<file path="src/rtl/hazard_scoreboard.sv">
// Register scoreboard for ID-stage hazard detection: one countdown timer per
// architectural register drives stall/issue, forwarding distance, WAW protection and EX-flush rollback.
module hazard_scoreboard #(
    parameter int NUM_REGS = 8,
    parameter int REG_AW   = 3,
    parameter int LAT_W    = 3,
    parameter int MAX_FWD  = 2,
    parameter int CNT_W    = 16,
    parameter int R0_ZERO  = 1
) (
    input  logic                clk,
    input  logic                rst,
    input  logic                id_valid,
    input  logic [REG_AW-1:0]   id_rs,
    input  logic                id_rs_used,
    input  logic [REG_AW-1:0]   id_rt,
    input  logic                id_rt_used,
    input  logic [REG_AW-1:0]   id_rd,
    input  logic                id_reg_write,
    input  logic [LAT_W-1:0]    id_lat,
    input  logic                flush_id,
    input  logic                flush_ex,
    output logic                stall,
    output logic                issue,
    output logic [LAT_W-1:0]    fwd_a,
    output logic [LAT_W-1:0]    fwd_b,
    output logic [NUM_REGS-1:0] busy_mask,
    output logic [CNT_W-1:0]    stall_cnt
);

    localparam logic [LAT_W-1:0]  MAX_FWD_L  = LAT_W'(MAX_FWD);
    localparam logic [LAT_W-1:0]  ONE_L      = LAT_W'(1);
    localparam logic [REG_AW:0]   NUM_REGS_L = (REG_AW+1)'(NUM_REGS);

    logic [NUM_REGS-1:0][LAT_W-1:0] timer_reg, timer_next;
    logic                last_valid_reg, last_valid_next;
    logic [REG_AW-1:0]   last_rd_reg, last_rd_next;
    logic [LAT_W-1:0]    shadow_reg, shadow_next;
    logic [CNT_W-1:0]    stall_cnt_reg, stall_cnt_next;

    logic                rs_tracked, rt_tracked, rd_tracked;
    logic [LAT_W-1:0]    t_rs, t_rt, t_rd, eff_lat;
    logic                rs_hot, rt_hot, raw_hz, waw_hz, wr_issue;

    function automatic logic [LAT_W-1:0] sat_dec(input logic [LAT_W-1:0] t);
        return (t == '0) ? '0 : t - ONE_L;
    endfunction

    // Out-of-range addresses and a hardwired r0 are never tracked.
    function automatic logic is_tracked(input logic [REG_AW-1:0] a);
        return ({1'b0, a} < NUM_REGS_L) && !((R0_ZERO != 0) && (a == '0));
    endfunction

    assign rs_tracked = is_tracked(id_rs);
    assign rt_tracked = is_tracked(id_rt);
    assign rd_tracked = is_tracked(id_rd);
    assign t_rs       = rs_tracked ? timer_reg[id_rs] : '0;
    assign t_rt       = rt_tracked ? timer_reg[id_rt] : '0;
    assign t_rd       = rd_tracked ? timer_reg[id_rd] : '0;
    assign eff_lat    = (id_lat == '0) ? ONE_L : id_lat;

    assign rs_hot   = id_rs_used && rs_tracked;
    assign rt_hot   = id_rt_used && rt_tracked;
    assign raw_hz   = (rs_hot && (t_rs > MAX_FWD_L)) || (rt_hot && (t_rt > MAX_FWD_L));
    // A younger write may not land before an older one to the same register.
    assign waw_hz   = id_reg_write && rd_tracked && (t_rd > eff_lat);
    assign stall    = id_valid && !flush_id && (raw_hz || waw_hz);
    assign issue    = id_valid && !flush_id && !stall;
    assign wr_issue = issue && id_reg_write && rd_tracked;

    assign fwd_a     = (rs_hot && (t_rs <= MAX_FWD_L)) ? t_rs : '0;
    assign fwd_b     = (rt_hot && (t_rt <= MAX_FWD_L)) ? t_rt : '0;
    assign stall_cnt = stall_cnt_reg;

    generate
        for (genvar gi = 0; gi < NUM_REGS; gi++) begin : g_timer
            assign busy_mask[gi] = |timer_reg[gi];
            // New issue beats rollback, which beats the plain countdown.
            assign timer_next[gi] =
                (wr_issue && (id_rd == REG_AW'(gi)))                     ? eff_lat :
                (flush_ex && last_valid_reg && (last_rd_reg == REG_AW'(gi))) ? sat_dec(shadow_reg) :
                                                                           sat_dec(timer_reg[gi]);
        end
    endgenerate

    always_comb begin
        last_valid_next = wr_issue;
        last_rd_next    = last_rd_reg;
        shadow_next     = shadow_reg;
        stall_cnt_next  = stall_cnt_reg;
        if (wr_issue) begin
            last_rd_next = id_rd;
            shadow_next  = sat_dec(t_rd);
        end
        if (stall && !(&stall_cnt_reg))
            stall_cnt_next = stall_cnt_reg + CNT_W'(1);
    end

    always_ff @(posedge clk) begin
        if (rst) begin
            timer_reg      <= '0;
            last_valid_reg <= 1'b0;
            last_rd_reg    <= '0;
            shadow_reg     <= '0;
            stall_cnt_reg  <= '0;
        end else begin
            timer_reg      <= timer_next;
            last_valid_reg <= last_valid_next;
            last_rd_reg    <= last_rd_next;
            shadow_reg     <= shadow_next;
            stall_cnt_reg  <= stall_cnt_next;
        end
    end

endmodule

</file>
<file path="config.mk">
export PLATFORM = sky130hd
export DESIGN_NAME = hazard_scoreboard
export DESIGN_NICKNAME = d
export VERILOG_FILES = /design/src/rtl/hazard_scoreboard.sv
export SDC_FILE = /design/constraint.sdc
export NUM_CORES = 1
export LEC_CHECK = 0
export CAP_MARGIN = 20
export CORE_MARGIN = 1
export CORE_UTILIZATION = 45
export CTS_CLUSTER_SIZE = 8
export DETAILED_ROUTE_END_ITERATION = 8
export PLACE_DENSITY = 0.68
export SLEW_MARGIN = 20
export SYNTH_ARGS = -nofsm -noshare
export SYNTH_HDL_FRONTEND = slang
export SYNTH_SLANG_ARGS = --single-unit
</file>
<file path="constraint.sdc">
create_clock -name clk -period 5.5 [get_ports clk]
set_input_delay 0.55 -clock clk [delete_from_list [all_inputs] [get_ports clk]]
set_output_delay 0.55 -clock clk [all_outputs]
set_load 0.02 [all_outputs]
</file>
==> out/summary.txt <==
GRT Resource Usage Total -> 21.87%
Critical path type -> primary input to output pin
HPWL Detailed -> 6635 um
Drt via density -> 5.663
CTS tree -> done
Vias in the first global route -> 2944
Synth Warn # -> 0
Clk sinks -> 47
Global route total overflow -> 0
Dpl ws -> 1.117 ns
Full die area -> 8370 um^2
Post-CTS Setup Inserts -> 0
Root buffer cell -> clkbuf_8
Post-route clock period utilization -> 80.34%
Placed insts -> 555
Max Transition Viols Final -> 0
Site row count -> 32
Top FF cell, synth -> dfxtp_1
Worst slew pin tran -> 1.027 ns
Clock Skew -> 0.006416 ns
Synth cell types -> 54
Synth Register Bits -> 47
# nets final -> 502
Post-Syn Area -> 3603 um^2
Pin count of the biggest net entering global routing -> 28
Mapped Cells -> 419
Avg Cell Area, Syn -> 8.600 um^2
Crit Path Max Fanout -> 14
Final non-filler cell total -> 563
Most common cell after layout, fill and taps aside -> clkdlybuf4s50_1
Final Hold Viols -> 0
Worst setup EP type -> output pin
Die width -> 91.49 um
Share of cells above drive strength 1 -> 11.50%
DRT Pass-1 Iters -> 4
Max Cap Violations -> 0
Number of flops mapped to enable cells by yosys -> 0
Antenna Nets Post-Route -> 0
Synth-to-Final Area Change -> 17.71%
Max FFs per register -> 24
Routed vias -> 3188
Gpl congestion -> 0.8396
DR WL/cell -> 15.81 um
Peak VDD IR -> 113.1 uV
N_diodes -> 0
H-tree depth -> 2
Initial Util -> 46.63%
Hold buffers post-CTS -> 0
Startpoint Class -> primary input
First-pass GRT wire length -> 14570 um
# IOs -> 52
Worst Hold Slack -> 0.4983 ns
Status -> finished clean
Clock buffer depth -> 2
Seq/Total Area, Yosys -> 26.11%
Worst EP arrival -> 3.87 ns
Critical Path RT -> 4.95 ns
Unrepaired setup endpoints after global routing -> false
Clock latency on the worst-skew pair -> 0.30 ns
Most frequent cells in the layout -> clkdlybuf4s50_1, dfxtp_1, inv_1
Final wirelength -> 8902 um
CTS-repair resized insts -> 0
Setup TNS -> 0 ns
First DRT Iteration DRCs -> 188
Final Setup Violations -> 0
IO Port Bufs -> 49
Chip height -> 91.49 um
Initial antenna violation count -> 0
CTS clock-pin slew for the worst setup and hold paths -> 0.09 ns
# DRC -> 0
PwrDens -> 163.9 nW/um^2
FFs w/ async S/R, synth -> 0%
Core Region -> 7727 um^2
Tmin final -> 4.419 ns
Core Util, Final -> 54.89%
Min-Delay Path Class -> register to register
Setup slack after layout -> 1.081 ns
Leak pwr -> 1.664 nW
Slew Limit Headroom -> 31.53%
CTS Buf Count -> 5
Highest Clock Rate -> 226.3 MHz
## area by class of cell
cell class / count / area, um^2
clock buffers: 7 / 96.34
clock inverters: 1 / 7.507
fillers: 718 / 3486
inverters: 38 / 142.6
multi-input cells: 316 / 2414
flip-flops and latches: 47 / 940.9
well taps: 102 / 127.6
repair buffers: 52 / 513.0
## layer usage
metal	share of wire, %	GRT usage [%]
met3	4.8	2.848
met1	49	30.26
met4	1.7	7.540
met2	45	34.84
met5	0	0
## report_power, final
part	internal, mW	total (mW)	switching, mW
sequential	0.343	0.347	0.00428
combinational	0.0471	0.113	0.0654
clock	0.115	0.235	0.121
## per-stage QoR
step	instance area, um^2	power (mW)
after floorplan	3607	0.4299
after global placement	4138	0.4652
after detailed placement	4138	0.4672
after CTS	4242	0.6999
after global routing	4242	0.7262
final	4242	0.6954
## worst paths after layout
kind                                     start              to  slack [ns]  cells past startpoint
worst min register to register  last_rd_reg[1]  last_rd_reg[1]        0.50                      2
worst max register to register   timer_reg[23]   stall_cnt[15]        2.29                     10
worst max-delay path                  id_rd[0]           issue        1.08                     12
worst min-delay path            last_rd_reg[1]  last_rd_reg[1]        0.50                      2
## critical path, cell delays in order
cell and delay [ns]:
clkdlybuf4s50_1 0.45, buf_4 0.22, mux4_2 0.53, a21oi_1 0.32, inv_1 0.08, ha_1 0.23
nand2b_1 0.14, o221ai_1 0.20, a21oi_2 0.11, nor3_2 0.11, buf_4 0.26, clkdlybuf4s50_1 0.64
## Yosys cell counts, drive strengths merged (3+ instances only)
library cell | number | share of area [%]
o31ai | 7 | 1.5
or2 | 16 | 2.8
or3 | 8 | 1.4
inv | 38 | 4.0
a221oi | 8 | 2.3
clkbuf | 7 | 0.73
nor2b | 11 | 1.9
nand4 | 3 | 1.4
o21ai | 11 | 1.6
or4 | 5 | 1.0
nor2 | 31 | 3.2
a211oi | 14 | 2.9
mux2i | 35 | 9.7
nand3 | 13 | 3.2
mux4 | 5 | 3.1
nor3 | 12 | 1.9
and2 | 12 | 2.1
a211o | 7 | 1.7
nand2 | 16 | 1.7
a21oi | 34 | 4.8
buf | 12 | 2.3
dfxtp | 47 | 26
ha | 22 | 7.6
mux2 | 13 | 4.5
nand2b | 10 | 1.7
## kinds of logic (layout without fill, tap and decap cells)
group / after synthesis / in the layout / synth area share, %
multiplexers: 53 / 53 / 17.33
XOR/XNOR: 2 / 2 / 0.4862
AND/OR/NAND/NOR: 142 / 142 / 23.26
AO/OA/AOI/OAI: 95 / 95 / 18.06
flip-flops: 47 / 47 / 26.11
buffers and inverters: 57 / 98 / 7.014
other: 1 / 2 / 0.1041
adder cells (fa/ha/maj): 22 / 22 / 7.639
No activity file was read; power rests on OpenSTA's default activity.
